<file path="src/rtl/cmd_arb.sv">
// Round-robin arbiter sharing the config-block command port between requesters A and B,
// with a link-loss watchdog on A that injects one emergency-land command per outage.
module cmd_arb #(
   parameter int          WD_BITS = 26,
   parameter logic [7:0]  EMER_OP = 8'h08
) (
   input  logic        clk,
   input  logic        rst,
   input  logic        a_cmd_rdy,
   input  logic [7:0]  a_cmd,
   input  logic [15:0] a_data,
   output logic        a_clr_cmd_rdy,
   output logic [7:0]  a_resp,
   output logic        a_send_resp,
   input  logic        b_cmd_rdy,
   input  logic [7:0]  b_cmd,
   input  logic [15:0] b_data,
   output logic        b_clr_cmd_rdy,
   output logic [7:0]  b_resp,
   output logic        b_send_resp,
   output logic        cmd_rdy,
   output logic [7:0]  cmd,
   output logic [15:0] data,
   input  logic        clr_cmd_rdy,
   input  logic [7:0]  resp,
   input  logic        send_resp,
   output logic        link_lost
);

   // state     | meaning
   // IDLE      | no command in flight; arbitrate
   // FWD       | cmd_rdy high, waiting for config block to accept
   // WAIT_RESP | accepted, waiting for the response strobe
   typedef enum logic [1:0] {ST_IDLE, ST_FWD, ST_WAIT_RESP} state_t;
   typedef enum logic [1:0] {OWN_A, OWN_B, OWN_INJ} owner_t;

   state_t               r_state, w_state_nxt;
   owner_t               r_owner, w_owner_nxt;
   logic                 r_last_b;
   logic                 r_inj_pend;
   logic                 r_link_lost;
   logic [WD_BITS-1:0]   r_wd;
   logic [7:0]           r_cmd;
   logic [15:0]          r_data;
   logic                 w_grant_a, w_grant_b, w_grant_inj;
   logic                 w_route;
   logic                 w_wd_tc;

   assign w_wd_tc   = &r_wd;
   assign cmd_rdy   = (r_state == ST_FWD);
   assign cmd       = r_cmd;
   assign data      = r_data;
   assign link_lost = r_link_lost;

   always_comb begin
      w_state_nxt   = r_state;
      w_owner_nxt   = r_owner;
      w_grant_a     = 1'b0;
      w_grant_b     = 1'b0;
      w_grant_inj   = 1'b0;
      w_route       = 1'b0;
      a_clr_cmd_rdy = 1'b0;
      b_clr_cmd_rdy = 1'b0;
      case (r_state)
         ST_IDLE: begin
            if (r_inj_pend)
               w_grant_inj = 1'b1;
            else if (a_cmd_rdy && b_cmd_rdy) begin
               w_grant_a = r_last_b;
               w_grant_b = !r_last_b;
            end else begin
               w_grant_a = a_cmd_rdy;
               w_grant_b = b_cmd_rdy;
            end
            if (w_grant_inj) w_owner_nxt = OWN_INJ;
            else if (w_grant_a) w_owner_nxt = OWN_A;
            else if (w_grant_b) w_owner_nxt = OWN_B;
            if (w_grant_inj || w_grant_a || w_grant_b) w_state_nxt = ST_FWD;
         end
         ST_FWD: begin
            if (clr_cmd_rdy) begin
               a_clr_cmd_rdy = (r_owner == OWN_A);
               b_clr_cmd_rdy = (r_owner == OWN_B);
               // A response arriving with the accept completes the transaction at once
               if (send_resp) begin
                  w_route     = 1'b1;
                  w_state_nxt = ST_IDLE;
               end else begin
                  w_state_nxt = ST_WAIT_RESP;
               end
            end
         end
         ST_WAIT_RESP: begin
            if (send_resp) begin
               w_route     = 1'b1;
               w_state_nxt = ST_IDLE;
            end
         end
         default: w_state_nxt = ST_IDLE;
      endcase
   end

   always_comb begin
      a_send_resp = w_route && (r_owner == OWN_A);
      b_send_resp = w_route && (r_owner == OWN_B);
      a_resp      = a_send_resp ? resp : 8'h00;
      b_resp      = b_send_resp ? resp : 8'h00;
   end

   always_ff @(posedge clk) begin
      if (rst) begin
         r_state     <= ST_IDLE;
         r_owner     <= OWN_A;
         r_last_b    <= 1'b1;
         r_inj_pend  <= 1'b0;
         r_link_lost <= 1'b0;
         r_wd        <= '0;
         r_cmd       <= 8'h00;
         r_data      <= 16'h0000;
      end else begin
         r_state <= w_state_nxt;
         r_owner <= w_owner_nxt;
         if (w_grant_inj) begin
            r_cmd      <= EMER_OP;
            r_data     <= 16'h0000;
            r_inj_pend <= 1'b0;
         end else if (w_grant_a) begin
            r_cmd    <= a_cmd;
            r_data   <= a_data;
            r_last_b <= 1'b0;
         end else if (w_grant_b) begin
            r_cmd    <= b_cmd;
            r_data   <= b_data;
            r_last_b <= 1'b1;
         end
         // Counter is parked at zero during an outage so only one injection fires per event
         if (a_cmd_rdy) begin
            r_wd        <= '0;
            r_link_lost <= 1'b0;
         end else if (r_link_lost) begin
            r_wd <= '0;
         end else if (w_wd_tc) begin
            r_wd        <= '0;
            r_link_lost <= 1'b1;
            r_inj_pend  <= 1'b1;
         end else begin
            r_wd <= r_wd + WD_BITS'(1);
         end
      end
   end

endmodule

</file>
<file path="config.mk">
export PLATFORM = sky130hd
export DESIGN_NAME = cmd_arb
export DESIGN_NICKNAME = d
export VERILOG_FILES = /design/src/rtl/cmd_arb.sv
export SDC_FILE = /design/constraint.sdc
export NUM_CORES = 1
export LEC_CHECK = 0
export BUFFER_PORTS_ARGS = -buffer_cell sky130_fd_sc_hd__buf_2
export CAP_MARGIN = 40
export CORE_MARGIN = 2
export CORE_UTILIZATION = 40
export CTS_BUF_LIST = sky130_fd_sc_hd__clkbuf_16
export DETAILED_ROUTE_END_ITERATION = 12
export GPL_ROUTABILITY_DRIVEN = 0
export PLACE_DENSITY = 0.65
export SETUP_SLACK_MARGIN = 0.02
export SYNTH_ARGS = -nofsm -noshare
export SYNTH_HDL_FRONTEND = slang
export SYNTH_SLANG_ARGS = --single-unit
</file>
<file path="constraint.sdc">
create_clock -name clk -period 3.2 [get_ports clk]
set_input_delay 0.16 -clock clk [delete_from_list [all_inputs] [get_ports clk]]
set_output_delay 0.16 -clock clk [all_outputs]
set_load 0.005 [all_outputs]
</file>
# Word level (Yosys, flattened, before mapping)
# Index checks and enable logic that the tools add are counted.
# W data, S select, Z words.
totals:
  wordCells: 76
  output_inout_bits: 46
  register_bits: 57
op_classes:
  n_reduce_logical: 18
  eq_ne: 6
  addsub: 1
  mux: 41
  bitwise_logic: 1
op_table:
  columns: ["cell", "count"]
  rows:
  - ["$mux W16", 2]
  - ["$mux W8", 4]
  - ["$add A26 B1 Y26 const B", 1]
  - ["$reduce_and A26 Y1", 1]
  - ["$mux W1", 25]
  - ["$mux W2", 7]
  - ["$pmux W2 S3", 1]
  - ["$reduce_bool A3 Y1", 2]
  - ["$eq A2 B1 Y1 const B", 2]
  - ["$logic_not A2 Y1", 2]
  - ["$mux W4", 1]
  - ["$ne A2 B2 Y1 const B", 2]
  - ["$reduce_and A2 Y1", 2]
  - ["$reduce_or A2 Y1", 2]
  - ["$reduce_or A4 Y1", 1]
  - ["$logic_and A1 B1 Y1", 3]
  - ["$reduce_and A3 Y1", 1]
  - ["$eq A2 B2 Y1 const B", 1]
  - ["$logic_or A1 B1 Y1", 2]
  - ["$ne A2 B1 Y1 const B", 1]
  - ["$pmux W1 S2", 1]
  - ["$reduce_bool A2 Y1", 1]
  - ["$logic_not A1 Y1", 1]
  - ["$not A1 Y1", 1]

# Logic depth before layout (Yosys ltp)
logic_depth:
  word_depth: 8
  depth_mapped: 8

# Worst setup path before layout
# Ideal clock, no wire load.
synth_path:
  path_kind: "register to register"
  from: "reg r_state[1]"
  to: "reg r_cmd[1], in the netlist cmd[1]"
  n_path_buf: 2
  synth_period_minus_slack_ps: 1892
  path_stages_with_launch: 9
  arrival_time_ps: 1802
  required_ps: 3109
  slack_ps: 1308
  path_cell_list: "dfxtp_1 -> inv_1 -> ha_1 -> nor2b_1 -> and3_1 -> clkbuf_1 -> buf_2 -> nand2_1 -> a311oi_1"
synth_via:
  elab_chain_cells: 3
  elab_cells_between_ends: 7
  cone_classes: "4 x mux; 3 x reduce/logical"
synth_rtl:
  columns: ["item", "line_no", "rtl"]
  rows:
  - ["start: declaration", "37", "state_t r_state, w_state_nxt;"]
  - ["start signal: assignment", "121", "r_state <= w_state_nxt;"]
  - ["$logic_not A2 Y1 (*)", "64", "case (r_state)"]
  - ["$mux W1", "64", null]
  - ["$mux W8, or another cell as far along", "127", "end else if (w_grant_a) begin"]
  - ["end signal: assignment", "128", "r_cmd <= a_cmd;"]
  - ["end signal: assignment", "132", "r_cmd <= b_cmd;"]
  - ["end: declaration", "43", "logic [7:0] r_cmd;"]
# Every way passes the cells marked *; elsewhere a longest branch is shown, timed or not.
# A chain may end at the register's enable or synchronous reset.

# Final worst setup path
layout_path:
  from: "reg r_state[1]"
  to: "out a_resp[7]"
layout_via:
  elab_chain_cells: 4
  elab_cells_between_ends: 5
  cone_classes: "2 x eq/ne; 2 x mux; 1 x reduce/logical"
layout_rtl:
  columns: ["item", "line_no", "rtl"]
  rows:
  - ["$eq A2 B2 Y1 / $eq A2 B1 Y1 (equally long branches)", "64", null]
  - ["$pmux W1 S2 (*)", "64", null]
  - ["$logic_and A1 B1 Y1 (*)", "104", "a_send_resp = w_route && (r_owner == OWN_A);"]
  - ["$mux W8 (*)", "106", "a_resp = a_send_resp ? resp : 8'h00;"]
  - ["end: declaration", "13", "output logic [7:0] a_resp,"]
# Marks and branches as above.

==> results_dict.tcl <==
set metrics [dict create \
    status "finished clean" \
    worst_setup_path_end_kind "output pin" \
    power_density_nw_per_um2 522 \
    finalHoldViolCount 0 \
    synth_flop_cell "dfxtp_1" \
    relSlewSlack_pct 33.4 \
    grt_pass1_vias 2473 \
    n_antenna_cell 0 \
    tritoncts "built" \
    die_w_um 86.4 \
    rsz0062_at_grt "no" \
    drc_errors 0 \
    worstHoldStart "b_cmd[3]" \
    synthDistinctLibCells 37 \
    grt_overflow 0 \
    clockBufferDepth 2 \
    clock.fmax_mhz 426 \
    htree_levels 3 \
    p_leak_nw 1.49 \
    drt-pass1-iter-count 4 \
    critPathMaxFanout 9 \
    timing.rr.start "r_wd[3]" \
    detail-route-antenna-nets 0 \
    fin_crit_ns 2.35 \
    maxCapViolations 0 \
    clk_latency_ns 0.32 \
    die_h_um 86.4 \
    drt-initial-drc-count 109 \
    worstMarginPinSlew_ns 0.990 \
    async_flop_share_pct 0 \
    num_vias 2742 \
    cts_buffers 9 \
    fin_nets 509 \
    place_area_um2 3310 \
    clk_pin_slew_ns 0.05 \
    fin_area_um2 3560 \
    die_area_um2 7460 \
    syn-mean-instance-area_um2 7.98 \
    multi_input_area_um2 1460 \
    ir_drop_v 0.000334 \
    coreArea_um2 6680 \
    clock_skew_ns 0.00546 \
    n_fill_cell 658 \
    setup_viol 0 \
    cts.sinks 57 \
    crit_path_start "r_state[1]" \
    synth_seq_cells 57 \
    power_w 0.00186 \
    seq_area_frac_synth_pct 42.0 \
    synth_fp_nets 406 \
    cts-resized-gates 0 \
    grt_max_degree 47 \
    area_growth_syn_to_layout_pct 31.2 \
    worst_slack_ns 0.853 \
    dpl_worst_slack_ns 1.13 \
    cts_setup_buffers 0 \
    grt_pass1_wl_um 10700 \
    grtUsageTotal_pct 17.6 \
    final_max_slew_viol_count 0 \
    timing.final.crit_share_pct 73.3 \
    hp-class "primary input to flip-flop" \
    row_count 30 \
    ioPinCount 108 \
    holdWs_ns 0.100 \
    synth.cell_area_um2 2710 \
    cp-start-kind "flip-flop" \
    setup-tns-final_ns 0 \
    hold_buffers 0 \
    dp_hpwl_um 4760 \
    ff_latch_area_um2 1140 \
    yosys_warnings 0 \
    synth_edf_count 0 \
    vias_per_cell 5.20 \
    drt-wirelength-per-cell_um 12.6 \
    critPathKind "flip-flop to output pin" \
    routed_wl_um 6670 \
    drive_gt1_share_pct 28.6 \
    numPortBuffers 107 \
    initial_core_util_pct 40.6 \
    worst_ep_arrival_time_ns 2.19 \
    crit_required_ns 3.04 \
    cts_root_buf "clkbuf_16" \
    antenna_found_initial 0 \
    syn_inst 340 \
]
[final timing paths]
check | end | slack (ns) | cells past startpoint
max | a_resp[7] | 0.85 | 6
min reg2reg | r_wd[0] | 0.47 | 1
max reg2reg | r_wd[25] | 1.11 | 5
min | cmd[3] | 0.10 | 3
[cells in the final DEF (no fill, tap or decap), drive strengths merged, types with 5 or more instances in the layout]
| cell type | count |
|---|---|
| or3 | 6 |
| nand2 | 55 |
| clkbuf | 9 |
| nor4 | 5 |
| inv | 7 |
| buf | 114 |
| o31ai | 7 |
| a311oi | 21 |
| dfxtp | 57 |
| and2 | 17 |
| nor2 | 48 |
| xnor2 | 13 |
| nand4 | 7 |
| nor3 | 8 |
| clkinv | 6 |
| a21oi | 13 |
| nand3 | 15 |
| or4 | 7 |
[logic make-up after synthesis]
| logic type | count (synthesis) | synth area share [%] |
|---|---|---|
| flip-flops | 57 | 42.0 |
| multiplexers | 1 | 0.369 |
| adder cells (fa/ha/maj) | 4 | 1.84 |
| AND/OR/NAND/NOR | 178 | 31.3 |
| XOR/XNOR | 15 | 4.84 |
| AO/OA/AOI/OAI | 56 | 15.1 |
| buffers and inverters | 29 | 4.52 |
[cell type report]
class / instances / area share (%)
Clock buffer: 9 / 6.33
Clock inverter: 6 / 0.738
Inverter: 7 / 0.738
Multi-Input combinational cell: 254 / 40.9
Sequential cell: 57 / 32.1
Tap cell: 80 / 2.81
Timing Repair Buffer: 114 / 16.4
[sequential cells by signal, indices dropped and copies added (netlist names)]
| signal | count |
|---|---|
| r_wd | 26 |
| data | 16 |
| cmd | 8 |
| r_owner | 2 |
| r_state | 2 |
| link_lost | 1 |
| r_inj_pend | 1 |
| r_last_b | 1 |
[worst max-delay path, stage by stage, from the launching register on]
cell and delay, ns:
dfxtp_1 0.31, inv_1 0.08, ha_1 0.22, a21oi_1 0.10
nor4_1 0.82, and2_1 0.24, buf_2 0.11
[synth_stat cells (all sizes together) (2+ instances only)]
cell type	count	area share, %
nor2	48	6.6
a311oi	21	6.8
nand2	55	7.6
inv	7	0.97
a21oi	13	2.4
nand3	15	2.8
and3	2	0.46
a22oi	3	0.83
nor3	8	1.5
dfxtp	57	42
nor3b	3	0.83
ha	4	1.8
and2	17	3.9
a21o	2	0.55
o21a	2	0.55
xor2	2	0.65
xnor2	13	4.2
and4	2	0.69
o21ai	4	0.74
clkbuf	15	2.1
or4	7	1.9
nor4	5	1.2
nand4	7	1.6
buf	7	1.5
o31ai	7	1.9
or3	6	1.4
[routing by layer]
metal	routed length [µm]	vias up	share of wire (%)	global-route usage, %
met5	0	-	0	0
met4	163	0	2.4	8.66
met3	287	13	4.3	3.81
met2	3290	76	49	30.0
met1	2920	1239	44	21.0
li1	-	1414	-	-
[power breakdown]
part           switching (W)  leakage (nW)  internal [W]  total [W]
combinational       0.000150         0.902      0.000122   0.000272
clock               0.000298         0.127      0.000504   0.000802
sequential         0.0000244         0.466      0.000760   0.000785
[through the flow]
| stage | utilization (%) | cells |
|---|---|---|
| after floorplan | - | 340 |
| after CTS | 53.3 | 527 |
| final | 53.3 | 527 |
| after detailed placement | 49.5 | 512 |
| after global routing | 53.3 | 527 |
| after global placement | 49.4 | 511 |
(Power assumes the default switching activity.)
